**config.mk**
```make
export PLATFORM = sky130hd
export DESIGN_NAME = hazard_ctrl_flat
export DESIGN_NICKNAME = d
export VERILOG_FILES = /design/src/rtl/hazard_ctrl_if.sv /design/src/rtl/hazard_ctrl.sv /design/src/flat_wrapper.sv
export SDC_FILE = /design/constraint.sdc
export NUM_CORES = 1
export LEC_CHECK = 0
export CORE_UTILIZATION = 34
export DETAILED_ROUTE_END_ITERATION = 6
export PLACE_DENSITY = 0.88
export SLEW_MARGIN = 20
export SYNTH_ARGS = -nofsm -noshare
export SYNTH_HDL_FRONTEND = slang
export SYNTH_SLANG_ARGS = --single-unit
```
**constraint.sdc**
```tcl
create_clock -name clk -period 2.8 [get_ports clk]
set_input_delay 0.84 -clock clk [delete_from_list [all_inputs] [get_ports clk]]
set_output_delay 0.84 -clock clk [all_outputs]
set_load 0.05 [all_outputs]
```
**src/rtl/hazard_ctrl_if.sv**
```systemverilog
// rtl/hazard_ctrl_if.sv - hazard unit signal bundle between pipeline and hazard_ctrl
interface hazard_ctrl_if;
    logic [4:0] rs_D;
    logic [4:0] rt_D;
    logic [1:0] tuse_rs_D;
    logic [1:0] tuse_rt_D;
    logic       md_use_D;
    logic [4:0] a3_E;
    logic [4:0] a3_M;
    logic       regwrite_E;
    logic       regwrite_M;
    logic [1:0] tnew_E;
    logic [1:0] tnew_M;
    logic       link_M;
    logic       md_start_E;
    logic       md_div_E;
    logic       stall;
    logic [1:0] rs_Dforward;
    logic [1:0] rt_Dforward;
    logic       md_busy;
    logic [3:0] md_cnt;
    logic       md_err;

    // Pipeline side: drives stage information, receives stall/forward/mult-div status
    modport master (
        output rs_D, rt_D, tuse_rs_D, tuse_rt_D, md_use_D,
        output a3_E, a3_M, regwrite_E, regwrite_M, tnew_E, tnew_M, link_M,
        output md_start_E, md_div_E,
        input  stall, rs_Dforward, rt_Dforward, md_busy, md_cnt, md_err
    );

    // Hazard unit side
    modport slave (
        input  rs_D, rt_D, tuse_rs_D, tuse_rt_D, md_use_D,
        input  a3_E, a3_M, regwrite_E, regwrite_M, tnew_E, tnew_M, link_M,
        input  md_start_E, md_div_E,
        output stall, rs_Dforward, rt_Dforward, md_busy, md_cnt, md_err
    );
endinterface

```
**src/rtl/hazard_ctrl.sv**
```systemverilog
// rtl/hazard_ctrl.sv - Tuse/Tnew stall, D-stage forward select and mult/div busy tracking
module hazard_ctrl #(
    parameter int MULT_CYCLES = 5,
    parameter int DIV_CYCLES  = 10
) (
    input  logic         clk,
    input  logic         reset,
    hazard_ctrl_if.slave hz
);
    localparam logic [3:0] LP_MULT = 4'(MULT_CYCLES);
    localparam logic [3:0] LP_DIV  = 4'(DIV_CYCLES);

    logic [3:0] r_md_cnt;
    logic       r_md_err;

    logic       w_rs_match_E;
    logic       w_rt_match_E;
    logic       w_rs_match_M;
    logic       w_rt_match_M;
    logic [1:0] w_tnew_E_eff;
    logic       w_rs_stall;
    logic       w_rt_stall;
    logic       w_md_busy;
    logic       w_md_accept;

    // A register 0 source never depends on anything; tuse 3 marks an unused operand
    assign w_rs_match_E = (hz.rs_D != 5'd0) && hz.regwrite_E && (hz.rs_D == hz.a3_E) && (hz.tuse_rs_D != 2'd3);
    assign w_rt_match_E = (hz.rt_D != 5'd0) && hz.regwrite_E && (hz.rt_D == hz.a3_E) && (hz.tuse_rt_D != 2'd3);
    assign w_rs_match_M = (hz.rs_D != 5'd0) && hz.regwrite_M && (hz.rs_D == hz.a3_M) && (hz.tuse_rs_D != 2'd3);
    assign w_rt_match_M = (hz.rt_D != 5'd0) && hz.regwrite_M && (hz.rt_D == hz.a3_M) && (hz.tuse_rt_D != 2'd3);

    // An E-stage result is never forwardable to D in the same cycle, so treat tnew 0 as 1
    assign w_tnew_E_eff = (hz.tnew_E == 2'd0) ? 2'd1 : hz.tnew_E;

    assign w_rs_stall = (w_rs_match_E && (w_tnew_E_eff > hz.tuse_rs_D)) ||
                        (w_rs_match_M && (hz.tnew_M > hz.tuse_rs_D));
    assign w_rt_stall = (w_rt_match_E && (w_tnew_E_eff > hz.tuse_rt_D)) ||
                        (w_rt_match_M && (hz.tnew_M > hz.tuse_rt_D));

    assign w_md_busy   = hz.md_start_E || (r_md_cnt != 4'd0);
    assign w_md_accept = hz.md_start_E && (r_md_cnt == 4'd0);

    assign hz.stall   = w_rs_stall || w_rt_stall || (hz.md_use_D && w_md_busy);
    assign hz.md_busy = w_md_busy;
    assign hz.md_cnt  = r_md_cnt;
    assign hz.md_err  = r_md_err;

    // Forward select: only a ready M-stage result is bypassed; PC+8 for link instructions
    always_comb begin
        hz.rs_Dforward = 2'd0;
        hz.rt_Dforward = 2'd0;
        if (w_rs_match_M && (hz.tnew_M == 2'd0)) begin
            hz.rs_Dforward = hz.link_M ? 2'd2 : 2'd1;
        end
        if (w_rt_match_M && (hz.tnew_M == 2'd0)) begin
            hz.rt_Dforward = hz.link_M ? 2'd2 : 2'd1;
        end
    end

    // Busy counter: load on an accepted issue, count down to zero, never wrap
    always_ff @(posedge clk or posedge reset) begin
        if (reset) begin
            r_md_cnt <= 4'd0;
        end else if (w_md_accept) begin
            r_md_cnt <= hz.md_div_E ? LP_DIV : LP_MULT;
        end else if (r_md_cnt != 4'd0) begin
            r_md_cnt <= r_md_cnt - 4'd1;
        end
    end

    // Sticky error: an issue attempted while the unit is still counting is dropped
    always_ff @(posedge clk or posedge reset) begin
        if (reset) begin
            r_md_err <= 1'b0;
        end else if (hz.md_start_E && (r_md_cnt != 4'd0)) begin
            r_md_err <= 1'b1;
        end
    end
endmodule

```
**src/flat_wrapper.sv**
```systemverilog
// flat-port wrapper written by rule: the top's interface ports become plain ports
module hazard_ctrl_flat 
#(
    parameter int MULT_CYCLES = 5,
    parameter int DIV_CYCLES  = 10
)
  (clk, reset, hz_rs_D, hz_rt_D, hz_tuse_rs_D, hz_tuse_rt_D, hz_md_use_D, hz_a3_E, hz_a3_M, hz_regwrite_E, hz_regwrite_M, hz_tnew_E, hz_tnew_M, hz_link_M, hz_md_start_E, hz_md_div_E, hz_stall, hz_rs_Dforward, hz_rt_Dforward, hz_md_busy, hz_md_cnt, hz_md_err);
  hazard_ctrl_if hz_i ();
  input  logic clk;
  input  logic reset;
  input wire logic [$bits(hz_i.rs_D)-1:0] hz_rs_D;
  input wire logic [$bits(hz_i.rt_D)-1:0] hz_rt_D;
  input wire logic [$bits(hz_i.tuse_rs_D)-1:0] hz_tuse_rs_D;
  input wire logic [$bits(hz_i.tuse_rt_D)-1:0] hz_tuse_rt_D;
  input wire logic [$bits(hz_i.md_use_D)-1:0] hz_md_use_D;
  input wire logic [$bits(hz_i.a3_E)-1:0] hz_a3_E;
  input wire logic [$bits(hz_i.a3_M)-1:0] hz_a3_M;
  input wire logic [$bits(hz_i.regwrite_E)-1:0] hz_regwrite_E;
  input wire logic [$bits(hz_i.regwrite_M)-1:0] hz_regwrite_M;
  input wire logic [$bits(hz_i.tnew_E)-1:0] hz_tnew_E;
  input wire logic [$bits(hz_i.tnew_M)-1:0] hz_tnew_M;
  input wire logic [$bits(hz_i.link_M)-1:0] hz_link_M;
  input wire logic [$bits(hz_i.md_start_E)-1:0] hz_md_start_E;
  input wire logic [$bits(hz_i.md_div_E)-1:0] hz_md_div_E;
  output wire logic [$bits(hz_i.stall)-1:0] hz_stall;
  output wire logic [$bits(hz_i.rs_Dforward)-1:0] hz_rs_Dforward;
  output wire logic [$bits(hz_i.rt_Dforward)-1:0] hz_rt_Dforward;
  output wire logic [$bits(hz_i.md_busy)-1:0] hz_md_busy;
  output wire logic [$bits(hz_i.md_cnt)-1:0] hz_md_cnt;
  output wire logic [$bits(hz_i.md_err)-1:0] hz_md_err;
  assign hz_i.rs_D = hz_rs_D;
  assign hz_i.rt_D = hz_rt_D;
  assign hz_i.tuse_rs_D = hz_tuse_rs_D;
  assign hz_i.tuse_rt_D = hz_tuse_rt_D;
  assign hz_i.md_use_D = hz_md_use_D;
  assign hz_i.a3_E = hz_a3_E;
  assign hz_i.a3_M = hz_a3_M;
  assign hz_i.regwrite_E = hz_regwrite_E;
  assign hz_i.regwrite_M = hz_regwrite_M;
  assign hz_i.tnew_E = hz_tnew_E;
  assign hz_i.tnew_M = hz_tnew_M;
  assign hz_i.link_M = hz_link_M;
  assign hz_i.md_start_E = hz_md_start_E;
  assign hz_i.md_div_E = hz_md_div_E;
  assign hz_stall = hz_i.stall;
  assign hz_rs_Dforward = hz_i.rs_Dforward;
  assign hz_rt_Dforward = hz_i.rt_Dforward;
  assign hz_md_busy = hz_i.md_busy;
  assign hz_md_cnt = hz_i.md_cnt;
  assign hz_md_err = hz_i.md_err;
  hazard_ctrl #(.MULT_CYCLES(MULT_CYCLES), .DIV_CYCLES(DIV_CYCLES)) u_core (.clk(clk), .reset(reset), .hz(hz_i));
endmodule
```
# Yosys cells after proc, flatten, opt, wreduce, memory -nomap -nowiden

Index checks and enable logic that the tools add are counted.

Word-level logic and storage cells: 53
Output and inout bits: 11
Flip-flop bits (word level): 5

$lt $le $gt $ge: 4
Muxes and demuxes: 7
Add/sub/neg operators: 1
Reduce and logical (&&, ||, !) cells: 33
Eq/ne operators: 6

Operators with widths:

| operator            | number |
|---|---|
| $logic_and 1x1->1   | 21 |
| $eq 5x5->1          | 4 |
| $mux 4              | 3 |
| $reduce_bool 5->1   | 2 |
| $gt 2x2->1          | 4 |
| $mux 2              | 4 |
| $logic_or 1x1->1    | 5 |
| $logic_not 2->1     | 2 |
| $logic_not 4->1     | 1 |
| $ne 2x2->1 const B  | 2 |
| $reduce_bool 4->1   | 1 |
| $sub 4x1->4 const B | 1 |
| $reduce_bool 2->1   | 1 |

# Longest topological paths before layout

Word-level depth: 8
Mapped depth: 7
Gate-level depth less buffers: 6

# Worst setup path after synthesis

No wires, ideal clock.

Path kind: input port to output port
Start: input port hz_a3_M[0]
End: output port hz_rt_Dforward[0]
Cell stages on the path: 4
Buffers on the path: 0
Data arrival time: 3.007 ns
Path slack: -1.047 ns
Cell sequence: xnor2_1 nand4_1 or3_2 nor4_1

Word-level cells in the longest chain between the ends: 5

Ends and longest elaborated chain:

| element                         | line               | RTL |
|---|---|---|
| from (decl)                     | flat_wrapper.sv:17 | `input wire logic [$bits(hz_i.a3_M)-1:0] hz_a3_M;` |
| $eq 5x5->1                      | hazard_ctrl.sv:30  | `assign w_rt_match_M = (hz.rt_D != 5'd0) && hz.regwrite_M && (hz.rt_D == hz.a3_M) && (hz.tuse_rt_D != 2'd3);` |
| $logic_and 1x1->1 (2 in series) | hazard_ctrl.sv:30  |  |
| $logic_and 1x1->1               | hazard_ctrl.sv:55  | `if (w_rt_match_M && (hz.tnew_M == 2'd0)) begin` |
| $mux 2                          | hazard_ctrl.sv:55  |  |
| to (decl)                       | flat_wrapper.sv:27 | `output wire logic [$bits(hz_i.rt_Dforward)-1:0] hz_rt_Dforward;` |

Every way passes these cells.

# Final worst setup path

Start: input port hz_rs_D[4]
End: output port hz_stall

Word-level cells in the longest chain between the ends: 8
Elaborated cells between the ends (all ways): 14

Ends and longest elaborated chain:

| element                                                   | line                                 | RTL |
|---|---|---|
| from (decl)                                               | flat_wrapper.sv:11                   | `input wire logic [$bits(hz_i.rs_D)-1:0] hz_rs_D;` |
| $reduce_bool 5->1                                         | hazard_ctrl.sv:27, hazard_ctrl.sv:29 |  |
| $logic_and 1x1->1, on equally long branches (3 in series) | hazard_ctrl.sv:27, hazard_ctrl.sv:29 |  |
| $logic_and 1x1->1, on equally long branches               | hazard_ctrl.sv:35, hazard_ctrl.sv:36 |  |
| $logic_or 1x1->1 *                                        | hazard_ctrl.sv:35                    | `assign w_rs_stall = (w_rs_match_E && (w_tnew_E_eff > hz.tuse_rs_D)) \|\|` |
| $logic_or 1x1->1 * (2 in series)                          | hazard_ctrl.sv:43                    | `assign hz.stall = w_rs_stall \|\| w_rt_stall \|\| (hz.md_use_D && w_md_busy);` |
| to (decl)                                                 | flat_wrapper.sv:25                   | `output wire logic [$bits(hz_i.stall)-1:0] hz_stall;` |

Mark *: on every way between the ends. The rest lies on a longest branch, timed or not.

==> qor_table.md <==
| Quantity | This run |
| --- | --- |
| Pwr Density | 450 nW/um^2 |
| Post-route clock period utilization | 115% |
| Internal | 0.415 mW |
| HP Class | flip-flop to flip-flop |
| Maximum number of pins on one net before global-route repair | 8 |
| Static leakage power | 0.741 nW |
| I/O pin total | 47 |
| Post-synth cell types | 33 |
| Max Fclk | 0.309 GHz |
| Total Neg Setup Slack | -1.44 ns |
| Remaining antenna violation count | 0 |
| DR vias | 1079 |
| Count of port buffers added during placement | 46 |
| Initial antenna violation count | 0 |
| Crit path DAT | 2.39 ns |
| Flop pwr share | 17.8% |
| Maxcap violations | 0 |
| Cell count after synthesis | 98 |
| Post-detailed-route via-to-cell ratio | 5.34 |
| Switching pwr | 0.354 mW |
| Synth Area in Simple Gates | 23.5% |
| DRC violation count after routing | 0 |
| Clock tree from TritonCTS | built |
| Worst-path cell with the longest stage delay | or4_4 |
| Comb pwr share | 71.7% |
| Die Y-Extent | 50.2 microns |
| Horizontal extent of the die | 50.2 microns |
| Top library cells by usage in the layout, fill and taps aside | buf_4 (23), clkdlybuf4s50_1 (16), xnor2_1 (13) |
| Fraction of power spent switching nets | 46.0% |
| Worst path max stage delay | 0.55 ns |
| Kind of cell adding the most delay to the critical path | compound AO/OA/AOI/OAI gates |
| Most area-hungry cell type in the Yosys netlist | xnor2_1 |
| Total area of multi-input combinational cells | 806 sq um |
| CTS clock-pin slew for the worst setup and hold paths | 0.04 ns |
| Violations in the final reports | negative setup slack |
| Number of nets in the synthesized netlist | 144 |
| Dominant combinational cell family by area after synthesis | simple AND/OR/NAND/NOR gates |
| Type of the setup path with the least slack | input port to primary output |
| Nature of the critical path endpoint | primary output |
| Unrepaired setup endpoints after global routing | true |
| Filler cell count in the final layout | 133 |
| Nature of the critical path startpoint | input port |
| Total congestion overflow | 0 |
| Synth top area share | 20.0% |
| Final Skew | 0.00120 ns |
| Critical Path, Cell by Cell | buf_6, or4_4, o21ai_4, o41ai_2, a2111o_2, buf_12 |
| Final-report setup violation count | 5 |
| Overall routed net length | 3410 microns |
| Post-synthesis adder-cell area fraction | 15.8% |
| Layout cell share with drive strength beyond 1 | 47.7% |
| Vias in the first global route | 1161 |
| Share of synthesized area occupied by flip-flops and latches | 15.8% |
| Detailed placement HPWL | 2470 microns |
| Cells taking the most area after synthesis | xnor2_1 (20%), dfrtp_1 (16%), ha_1 (16%), a21oi_1 (3.8%), inv_1 (3.8%) |
| Max IR drop VDD | 538 uV |
| Area of the mapped netlist | 790 sq um |
| Last weighted congestion value of the routability-driven placer | 0.914 |
| Final Net Count | 221 |
| CTS buffer count | 3 |
| Footprint of the flip-flops and latches | 128 sq um |
| Hold Buf Count CTS | 0 |
| Required arrival time at the worst endpoint | 1.96 ns |
| Status | complete, but fails checks |
| ANT cells | 0 |
| GRT Total Usage | 26.8% |
| Number of max-slew violations in the final report | 0 |
| Max H-tree Level | 1 |
| Worst skew pair latency | 0.24 ns |
| Number of endpoints with negative hold slack in the final report | 0 |
| Die Outline Area | 2520 sq um |
| First drt pass iteration count | 4 |
| Number of buffer and inverter stages on the critical path | 2 |
| Warning count from the yosys run | 0 |
| Number of design-rule violations left by the first detailed-router iteration | 4 |
| Tightest slew margin relative to the limit | 66.1% |
| FP Rows | 17 |
| Critical path peak fanout | 2 |
| Post-synthesis compound-gate area fraction | 16.8% |
| Transition at the pin with the smallest max-transition slack | 0.507 ns |
| Worst setup slack after layout | -0.433 ns |
| Initial core utilization | 36.0% |
| Clock period minus final worst setup slack | 3.23 ns |
| Xor and xnor fraction of the mapped netlist area | 23.3% |
| Flop and latch count out of synthesis | 5 |
| First-pass GRT wire length | 4990 microns |
| Commonest non-fill, non-tap cell in the layout | buf_4 |
| Post-Syn Area per Cell | 8.06 sq um |
| Layout overhead on the synthesized area | 116% |
| Root Buffer Master | clkbuf_4 |
| Buffer levels on the longest clock path | 2 |
| Final Power | 0.769 mW |
| Multiplexer share of the synthesized area | 0% |
| # clock sinks | 5 |
| Share of total power in the clock network | 10.5% |
| Placeable core region | 2190 sq um |
| Routed len/inst | 16.9 microns |
cells by family after synthesis:
kind of cell | Yosys count
buf+inv | 10
fa+ha+maj | 10
xor+xnor | 21
compound gates | 20
flops | 5
simple gates | 32
cell usage after synthesis (all sizes together):
cell type and instances:
a2111o 1, a21boi 2, a21o 1, a21oi 6, a32oi 1, and3 1, and3b 1, clkbuf 2
dfrtp 5, ha 10, inv 8, nand2 7, nand3 1, nand4 3, nor2 4, nor2b 4
nor3 1, nor3b 1, nor4 3, o2111ai 1, o21a 1, o21ai 5, o22ai 1, o41ai 1
or2 1, or3 1, or3b 1, or4 3, xnor2 18, xor2 3
area by class of cell:
| type | instances | share of cell area [%] |
|---|---|---|
| Multi-Input combinational cell | 83 | 47.2 |
| Timing Repair Buffer | 74 | 40.0 |
| Sequential cell | 5 | 7.47 |
| Tap cell | 28 | 2.05 |
| Inverter | 8 | 1.76 |
| Clock buffer | 4 | 1.54 |
per-layer routing:
layer | up-vias | global-route usage, % | routed length [microns] | share of wire (%)
li1 | 502 | - | - | -
met1 | 512 | 21.0 | 1190 | 35
met2 | 47 | 58.7 | 1880 | 55
met3 | 18 | 4.24 | 174 | 5.1
met4 | 0 | 14.3 | 161 | 4.7
met5 | - | 0 | 0 | 0
power by group through the flow:
stage	clock network (mW)	registers [mW]	logic, mW
detailed placement	0	0.136	0.509
CTS	0.0861	0.136	0.527
finish	0.0807	0.137	0.551
global placement	0	0.134	0.493
floorplan	0	0.239	0.171
global route	0.0912	0.141	0.589
final timing paths:
check / to / slack (ns) / start / depth (start not counted)
min in group asynchronous: u_core.hz.md_err / 0.81 / reset / 2
min reg2reg: u_core.hz.md_err / 0.47 / u_core.hz.md_err / 1
max reg2reg: u_core.hz.md_cnt[0] / 1.18 / u_core.hz.md_cnt[1] / 6
max: hz_stall / -0.43 / hz_rs_D[4] / 6
max in group asynchronous: u_core.hz.md_cnt[1] / 1.79 / reset / 2
min: u_core.hz.md_err / 0.47 / u_core.hz.md_err / 1
sequential cells by signal (all words and copies together) (netlist names):
name              cells
u_core.hz.md_cnt      4
u_core.hz.md_err      1
timing repair:
item | 4_1_cts | 5_1_grt
resized for setup | 94 | 23
buffers inserted | 5 | 4
setup endpoints to repair | 5 | 6
gates cloned | 0 | 0
pin swaps | 23 | 20
through the flow:
stage	instances	utilization, %	hold WS, ns	setup slack [ns]	cell area, sq um
final	202	78.0	0.473	-0.433	1710
after global routing	202	78.0	0.501	-0.449	1710
after CTS	200	74.4	0.481	-0.448	1630
after detailed placement	191	68.6	0.458	-0.834	1500
after global placement	191	68.6	0.442	-0.738	1500
after floorplan	98	-	0.618	-0.179	811
Note: power is estimated with default switching activity, not from simulation.
